**src/rtl/pinwheel_regfile_port.sv**
```systemverilog
// pinwheel_regfile_port
// Client-side controller for the pinwheel barrel-threaded register file.
// It owns both read ports and the shared write port of the dual-bank RAM.
// After reset it sweeps every entry to zero, because the block RAM has no
// reset of its own. In RUN it turns per-thread fetch requests into flat
// {thread, reg} addresses and returns operands one cycle later. Those
// operands have x0 forced to zero and a same-cycle writeback forwarded, since
// the RAM returns old data on read-during-write.

module pinwheel_regfile_port #(
    parameter int reg_count    = 32,
    parameter int reg_width    = 32,
    parameter int thread_count = 4,
    localparam int reg_bits    = $clog2(reg_count),
    localparam int thread_bits = $clog2(thread_count),
    localparam int addr_bits   = $clog2(reg_count * thread_count),
    localparam int reg_total   = reg_count * thread_count
) (
    input  logic                   clk,
    input  logic                   rst,
    // operand fetch request
    input  logic                   req_valid,
    output logic                   req_ready,
    input  logic [thread_bits-1:0] req_thread,
    input  logic [reg_bits-1:0]    req_rs1,
    input  logic [reg_bits-1:0]    req_rs2,
    // operand return
    output logic                   op_valid,
    output logic [thread_bits-1:0] op_thread,
    output logic [reg_width-1:0]   op_rs1data,
    output logic [reg_width-1:0]   op_rs2data,
    // writeback
    input  logic                   wb_valid,
    input  logic [thread_bits-1:0] wb_thread,
    input  logic [reg_bits-1:0]    wb_rd,
    input  logic [reg_width-1:0]   wb_data,
    // status
    output logic                   busy,
    // regfile RAM side
    output logic [addr_bits-1:0]   rf_raddr0,
    output logic [addr_bits-1:0]   rf_raddr1,
    input  logic [reg_width-1:0]   rf_rdata0,
    input  logic [reg_width-1:0]   rf_rdata1,
    output logic [addr_bits-1:0]   rf_waddr,
    output logic [reg_width-1:0]   rf_wdata,
    output logic                   rf_wren
);

    typedef enum logic [0:0] {
        ST_CLEAR = 1'b0,
        ST_RUN   = 1'b1
    } state_t;

    localparam logic [addr_bits-1:0] CLR_ZERO  = {addr_bits{1'b0}};
    localparam logic [addr_bits-1:0] CLR_ONE   = addr_bits'(1);
    localparam logic [addr_bits-1:0] CLR_LAST  = addr_bits'(reg_total - 1);
    localparam logic [reg_width-1:0] ZERO_WORD = {reg_width{1'b0}};
    localparam logic [reg_bits-1:0]  REG_X0    = {reg_bits{1'b0}};
    localparam logic [thread_bits-1:0] THREAD_ZERO = {thread_bits{1'b0}};

    // Flat regfile address: thread index in the upper bits, register below.
    function automatic logic [addr_bits-1:0] flat_addr(
        input logic [thread_bits-1:0] thread_idx,
        input logic [reg_bits-1:0]    reg_idx
    );
        flat_addr = addr_bits'({thread_idx, reg_idx});
    endfunction

    // Operand select: x0 wins, then the forwarded same-cycle write, then RAM.
    function automatic logic [reg_width-1:0] pick_operand(
        input logic                 zero_flag,
        input logic                 byp_flag,
        input logic [reg_width-1:0] byp_data,
        input logic [reg_width-1:0] ram_data
    );
        if (zero_flag) begin
            pick_operand = ZERO_WORD;
        end else if (byp_flag) begin
            pick_operand = byp_data;
        end else begin
            pick_operand = ram_data;
        end
    endfunction

    // FSM and sweep counter
    state_t                 state_q, state_d;
    logic [addr_bits-1:0]   clr_idx_q, clr_idx_d;

    // Operand pipeline stage (captured at acceptance, used one cycle later)
    logic                   op_valid_q, op_valid_d;
    logic [thread_bits-1:0] op_thread_q, op_thread_d;
    logic                   rs1_zero_q, rs1_zero_d;
    logic                   rs2_zero_q, rs2_zero_d;
    logic                   rs1_byp_q, rs1_byp_d;
    logic                   rs2_byp_q, rs2_byp_d;
    logic [reg_width-1:0]   byp_data_q, byp_data_d;

    // Combinational helpers
    logic                   req_ready_s;
    logic                   busy_s;
    logic                   rf_wren_s;
    logic [addr_bits-1:0]   rf_waddr_s;
    logic [reg_width-1:0]   rf_wdata_s;
    logic                   accept_s;
    logic                   wb_eff_s;
    logic [addr_bits-1:0]   wb_addr_s;
    logic [addr_bits-1:0]   raddr0_s;
    logic [addr_bits-1:0]   raddr1_s;
    logic                   byp0_s;
    logic                   byp1_s;
    logic [reg_width-1:0]   op_rs1data_s;
    logic [reg_width-1:0]   op_rs2data_s;

    // Read addresses go straight to the RAM so data lands the next cycle.
    always_comb begin
        raddr0_s = flat_addr(req_thread, req_rs1);
        raddr1_s = flat_addr(req_thread, req_rs2);
    end

    // Writeback qualification and same-cycle collision detection per port.
    always_comb begin
        wb_addr_s = flat_addr(wb_thread, wb_rd);
        wb_eff_s  = wb_valid & (wb_rd != REG_X0) & (state_q == ST_RUN) & ~rst;
        byp0_s    = wb_eff_s & (wb_addr_s == raddr0_s);
        byp1_s    = wb_eff_s & (wb_addr_s == raddr1_s);
        accept_s  = req_valid & req_ready_s;
    end

    // FSM state register and clear-sweep counter.
    always_ff @(posedge clk) begin
        if (rst) begin
            state_q   <= ST_CLEAR;
            clr_idx_q <= CLR_ZERO;
        end else begin
            state_q   <= state_d;
            clr_idx_q <= clr_idx_d;
        end
    end

    // FSM next state: sweep every entry once, then stay in RUN until reset.
    always_comb begin
        state_d   = state_q;
        clr_idx_d = clr_idx_q;
        case (state_q)
            ST_CLEAR: begin
                if (clr_idx_q == CLR_LAST) begin
                    state_d   = ST_RUN;
                    clr_idx_d = CLR_ZERO;
                end else begin
                    state_d   = ST_CLEAR;
                    clr_idx_d = clr_idx_q + CLR_ONE;
                end
            end
            ST_RUN: begin
                state_d   = ST_RUN;
                clr_idx_d = CLR_ZERO;
            end
            default: begin
                state_d   = ST_CLEAR;
                clr_idx_d = CLR_ZERO;
            end
        endcase
    end

    // FSM outputs: the sweep owns the write port in CLEAR, writeback in RUN.
    always_comb begin
        req_ready_s = 1'b0;
        busy_s      = 1'b1;
        rf_wren_s   = 1'b0;
        rf_waddr_s  = CLR_ZERO;
        rf_wdata_s  = ZERO_WORD;
        if (rst) begin
            req_ready_s = 1'b0;
            busy_s      = 1'b1;
            rf_wren_s   = 1'b0;
            rf_waddr_s  = CLR_ZERO;
            rf_wdata_s  = ZERO_WORD;
        end else begin
            case (state_q)
                ST_CLEAR: begin
                    req_ready_s = 1'b0;
                    busy_s      = 1'b1;
                    rf_wren_s   = 1'b1;
                    rf_waddr_s  = clr_idx_q;
                    rf_wdata_s  = ZERO_WORD;
                end
                ST_RUN: begin
                    req_ready_s = 1'b1;
                    busy_s      = 1'b0;
                    rf_wren_s   = wb_eff_s;
                    rf_waddr_s  = wb_addr_s;
                    rf_wdata_s  = wb_data;
                end
                default: begin
                    req_ready_s = 1'b0;
                    busy_s      = 1'b1;
                    rf_wren_s   = 1'b0;
                    rf_waddr_s  = CLR_ZERO;
                    rf_wdata_s  = ZERO_WORD;
                end
            endcase
        end
    end

    // Operand stage next state: capture flags and forwarded data on accept.
    always_comb begin
        op_valid_d  = accept_s;
        op_thread_d = op_thread_q;
        rs1_zero_d  = rs1_zero_q;
        rs2_zero_d  = rs2_zero_q;
        rs1_byp_d   = rs1_byp_q;
        rs2_byp_d   = rs2_byp_q;
        byp_data_d  = byp_data_q;
        if (accept_s) begin
            op_thread_d = req_thread;
            rs1_zero_d  = (req_rs1 == REG_X0);
            rs2_zero_d  = (req_rs2 == REG_X0);
            rs1_byp_d   = byp0_s;
            rs2_byp_d   = byp1_s;
            byp_data_d  = wb_data;
        end else begin
            op_thread_d = op_thread_q;
            rs1_zero_d  = rs1_zero_q;
            rs2_zero_d  = rs2_zero_q;
            rs1_byp_d   = rs1_byp_q;
            rs2_byp_d   = rs2_byp_q;
            byp_data_d  = byp_data_q;
        end
    end

    // Operand stage registers; reset kills any in-flight operand and
    // parks the zero flags so the data outputs read 0.
    always_ff @(posedge clk) begin
        if (rst) begin
            op_valid_q  <= 1'b0;
            op_thread_q <= THREAD_ZERO;
            rs1_zero_q  <= 1'b1;
            rs2_zero_q  <= 1'b1;
            rs1_byp_q   <= 1'b0;
            rs2_byp_q   <= 1'b0;
            byp_data_q  <= ZERO_WORD;
        end else begin
            op_valid_q  <= op_valid_d;
            op_thread_q <= op_thread_d;
            rs1_zero_q  <= rs1_zero_d;
            rs2_zero_q  <= rs2_zero_d;
            rs1_byp_q   <= rs1_byp_d;
            rs2_byp_q   <= rs2_byp_d;
            byp_data_q  <= byp_data_d;
        end
    end

    // Final operand mux against the RAM data arriving this cycle.
    always_comb begin
        op_rs1data_s = pick_operand(rs1_zero_q, rs1_byp_q, byp_data_q, rf_rdata0);
        op_rs2data_s = pick_operand(rs2_zero_q, rs2_byp_q, byp_data_q, rf_rdata1);
    end

    assign req_ready  = req_ready_s;
    assign busy       = busy_s;
    assign rf_raddr0  = raddr0_s;
    assign rf_raddr1  = raddr1_s;
    assign rf_wren    = rf_wren_s;
    assign rf_waddr   = rf_waddr_s;
    assign rf_wdata   = rf_wdata_s;
    assign op_valid   = op_valid_q;
    assign op_thread  = op_thread_q;
    assign op_rs1data = op_rs1data_s;
    assign op_rs2data = op_rs2data_s;

endmodule

```
**config.mk**
```make
export PLATFORM = sky130hd
export DESIGN_NAME = pinwheel_regfile_port
export DESIGN_NICKNAME = d
export VERILOG_FILES = /design/src/rtl/pinwheel_regfile_port.sv
export SDC_FILE = /design/constraint.sdc
export NUM_CORES = 1
export LEC_CHECK = 0
export BUFFER_PORTS_ARGS = -buffer_cell sky130_fd_sc_hd__buf_4
export CORE_MARGIN = 4
export CORE_UTILIZATION = 40
export DETAILED_ROUTE_END_ITERATION = 10
export HOLD_SLACK_MARGIN = 0.03
export PLACE_DENSITY = 0.8
export REMOVE_ABC_BUFFERS = 1
export SETUP_SLACK_MARGIN = 0.05
export SLEW_MARGIN = 15
export SYNTH_ARGS = -nofsm -noshare
export SYNTH_HDL_FRONTEND = slang
export SYNTH_SLANG_ARGS = --single-unit
```
**constraint.sdc**
```tcl
create_clock -name clk -period 3 [get_ports clk]
set_input_delay 0.6 -clock clk [delete_from_list [all_inputs] [get_ports clk]]
set_output_delay 0.6 -clock clk [all_outputs]
set_load 0.01 [all_outputs]
```
==> impl_metrics.tcl <==
set metrics [dict create \
    status "complete, no violations" \
    max_cap_violations 0 \
    clock-sinks 47 \
    ys_warn_count 0 \
    dieArea_sq_um 9470 \
    start_kind "flip-flop" \
    overflow 0 \
    nets 754 \
    power_mw 1.40 \
    fin_area_sq_um 5080 \
    firstDrtPassIters 5 \
    grt_pass1_wl_mm 18.4 \
    cp-end-kind "flip-flop" \
    r2r_slack_ns 0.62 \
    initial_core_util_pct 41.3 \
    power_density_nw_per_um2 276 \
    drt_iter0_drc 87 \
    cp.arrival_ns 2.61 \
    dp.cells 729 \
    cts_max_path_buffers 2 \
    hold_viol 0 \
    synthToLayoutAreaGrowth_pct 59.2 \
    ys_seq_area_share_pct 29.5 \
    worstSetupEndpoint "byp_data_q[12]" \
    vias 3667 \
    cts_tree "built" \
    final_util_pct 65.8 \
    min_path_type "reg2reg" \
    ant_nets 0 \
    setup_viol 0 \
    relSlewSlack_pct 35.4 \
    fp.dieH_microns 97.3 \
    crit_type "reg2reg" \
    syn_avg_cell_area_sq_um 7.47 \
    cts_setup_buffers 0 \
    cp.required_ns 3.22 \
    finalClockSkew_ns 0.00383 \
    fin_crit_ns 2.38 \
    wl_mm 11.7 \
    grt_setup_unrepaired "no" \
    crit_start "state_q" \
    critPathTopFamily "simple AND/OR/NAND/NOR gates" \
    r2r_end "byp_data_q[12]" \
    worstSkewPairLatency_ns 0.29 \
    root_buffer "clkbuf_8" \
    cts_made_buffers 5 \
    rr_worst_depth 5 \
    tightest_slew_ns 0.964 \
    total_leakage_power_nw 2.23 \
    vias_per_cell 4.98 \
    drc 0 \
    cpMaxStageDelayCell "nor2b_4" \
    core_sq_um 7730 \
    path_buf_inv 1 \
    track_usage_pct 23.4 \
    holdWs_ns 0.485 \
    maxSlewViolCount 0 \
    fin_cells 737 \
    post_dp_cell_area_sq_um 4950 \
    diodes 0 \
    cp.depth 5 \
    avgRoutedWirePerCell_microns 15.9 \
    place_hpwl_mm 9.11 \
    setup_ws_ns 0.617 \
    htreeDepth 2 \
    tns_ns 0 \
    min_period_over_period_pct 79.4 \
    hold_buffers 0 \
    clk_pin_slew_ns 0.09 \
    grt_pass1_vias 3683 \
    synth_area_sq_um 3190 \
    path_max_fanout 35 \
    max_freq_ghz 0.420 \
    port_buffers 241 \
    postSynthCellCount 427 \
    rows 32 \
    crit_chain "nor2b_4 -> nand2_2 -> clkinv_1 -> nand2_1 -> a21oi_1" \
    io_pins 242 \
    grt_max_degree 51 \
    cts_resized 0 \
    irDropWorstVdd_mv 0.239 \
    antenna_found_initial 0 \
    ys_ff_latch 47 \
    nFillCells 652 \
    die_w_microns 97.3 \
    ys_types 28 \
    max_stage_delay_ns 0.64 \
    rr_startpoint "state_q" \
    drive_gt1_share_pct 41.1 \
    pre_cts_ws_ns 0.330 \
    place.gp.congestion 0.856 \
]
layout by cell type (no fill, tap or decap):
| master | synthesis | routed |
|---|---|---|
| and3_1 | 2 | 2 |
| xor2_1 | 10 | 10 |
| o31ai_1 | 2 | 2 |
| clkinv_1 | 1 | 1 |
| nor3_1 | 5 | 5 |
| clkbuf_8 | 0 | 5 |
| nand2_2 | 1 | 1 |
| and2_1 | 32 | 32 |
| nand3_1 | 6 | 6 |
| mux2i_1 | 71 | 71 |
| nand3b_1 | 2 | 2 |
| bufinv_16 | 0 | 2 |
| xnor2_1 | 7 | 7 |
| or4_1 | 3 | 3 |
| ha_1 | 1 | 1 |
| dfxtp_1 | 47 | 45 |
| nand4_1 | 1 | 1 |
| nand2_1 | 69 | 69 |
| dfxtp_2 | 0 | 2 |
| a21oi_1 | 35 | 35 |
| nor4_1 | 1 | 1 |
| inv_1 | 2 | 2 |
| buf_12 | 0 | 2 |
| nor2_1 | 75 | 75 |
| nor2b_4 | 1 | 1 |
| clkinvlp_4 | 0 | 1 |
| o21ai_2 | 1 | 1 |
| buf_4 | 16 | 246 |
| o21ai_0 | 2 | 2 |
| a22o_1 | 2 | 2 |
synthesized netlist by cell type:
library cell | number | area share, %
nor2_1 | 75 | 8.8
mux2i_1 | 71 | 22
nand2_1 | 69 | 8.1
dfxtp_1 | 47 | 29
a21oi_1 | 35 | 5.5
and2_1 | 32 | 6.3
clkbuf_1 | 19 | 2.2
buf_4 | 16 | 3.8
buf_2 | 12 | 1.9
xor2_1 | 10 | 2.7
xnor2_1 | 7 | 1.9
nand3_1 | 6 | 0.94
nor3_1 | 5 | 0.78
or4_1 | 3 | 0.71
a22o_1 | 2 | 0.55
and3_1 | 2 | 0.39
inv_1 | 2 | 0.24
nand3b_1 | 2 | 0.47
o21ai_0 | 2 | 0.31
o31ai_1 | 2 | 0.47
buf_6 | 1 | 0.35
clkinv_1 | 1 | 0.12
ha_1 | 1 | 0.39
nand2_2 | 1 | 0.20
nand4_1 | 1 | 0.20
nor2b_4 | 1 | 0.43
nor4_1 | 1 | 0.20
o21ai_2 | 1 | 0.27
registers in the layout, indices dropped and copies added (netlist names):
register    count
byp_data_q     32
clr_idx_q       7
op_thread       2
op_valid        1
rs1_byp_q       1
rs1_zero_q      1
rs2_byp_q       1
rs2_zero_q      1
state_q         1
cells by family (layout without fill, tap and decap cells):
group | count (synthesis) | in the layout | synth area share [%]
simple gates | 198 | 198 | 27.5
mux | 71 | 71 | 22.3
fa+ha+maj | 1 | 1 | 0.392
flops | 47 | 47 | 29.5
buf+inv | 51 | 259 | 8.59
xor+xnor | 17 | 17 | 4.66
compound gates | 42 | 42 | 7.10
area by class of cell:
type                       instances  area [sq um]  area share [%]
multi-input combinational        329          1980            38.9
timing repair buffer             248          1890            37.1
sequential                        47           943            18.6
tap                              102           128            2.51
clock buffer                       5          68.8            1.35
clock inverter                     3          67.6            1.33
inverter                           3          11.3           0.222
metal layers:
metal / GRT usage (%) / share of wire, %
met5: 0 / 0
met4: 5.75 / 2.3
met3: 4.31 / 7.0
met2: 42.4 / 50
met1: 28.5 / 41
power by group:
| group | internal [mW] | leakage, nW | switching [mW] | total (mW) |
|---|---|---|---|---|
| Combinational | 0.144 | 1.79 | 0.0870 | 0.231 |
| Clock | 0.332 | 0.0644 | 0.208 | 0.540 |
| Sequential | 0.627 | 0.380 | 0.00485 | 0.632 |
| Total | 1.10 | 2.23 | 0.300 | 1.40 |
worst min path at each step:
stage              startpoint             end  slack, ns  depth (start not counted)
2_1_floorplan    clr_idx_q[0]    clr_idx_q[0]       0.44                          1
3_3_place_gp    byp_data_q[6]   byp_data_q[6]       0.46                          2
3_5_place_dp    byp_data_q[7]   byp_data_q[7]       0.47                          2
4_1_cts        byp_data_q[24]  byp_data_q[24]       0.49                          2
5_1_grt            req_rs1[1]      rs1_zero_q       0.50                          2
6_report        byp_data_q[7]   byp_data_q[7]       0.49                          2
worst register-to-register path, cell delays in order (launching register included):
cell	delay, ns
dfxtp_1	0.39
nor2b_4	0.64
nand2_2	0.35
clkinv_1	0.63
nand2_1	0.15
a21oi_1	0.16
Note: power is estimated with default switching activity, not from simulation.
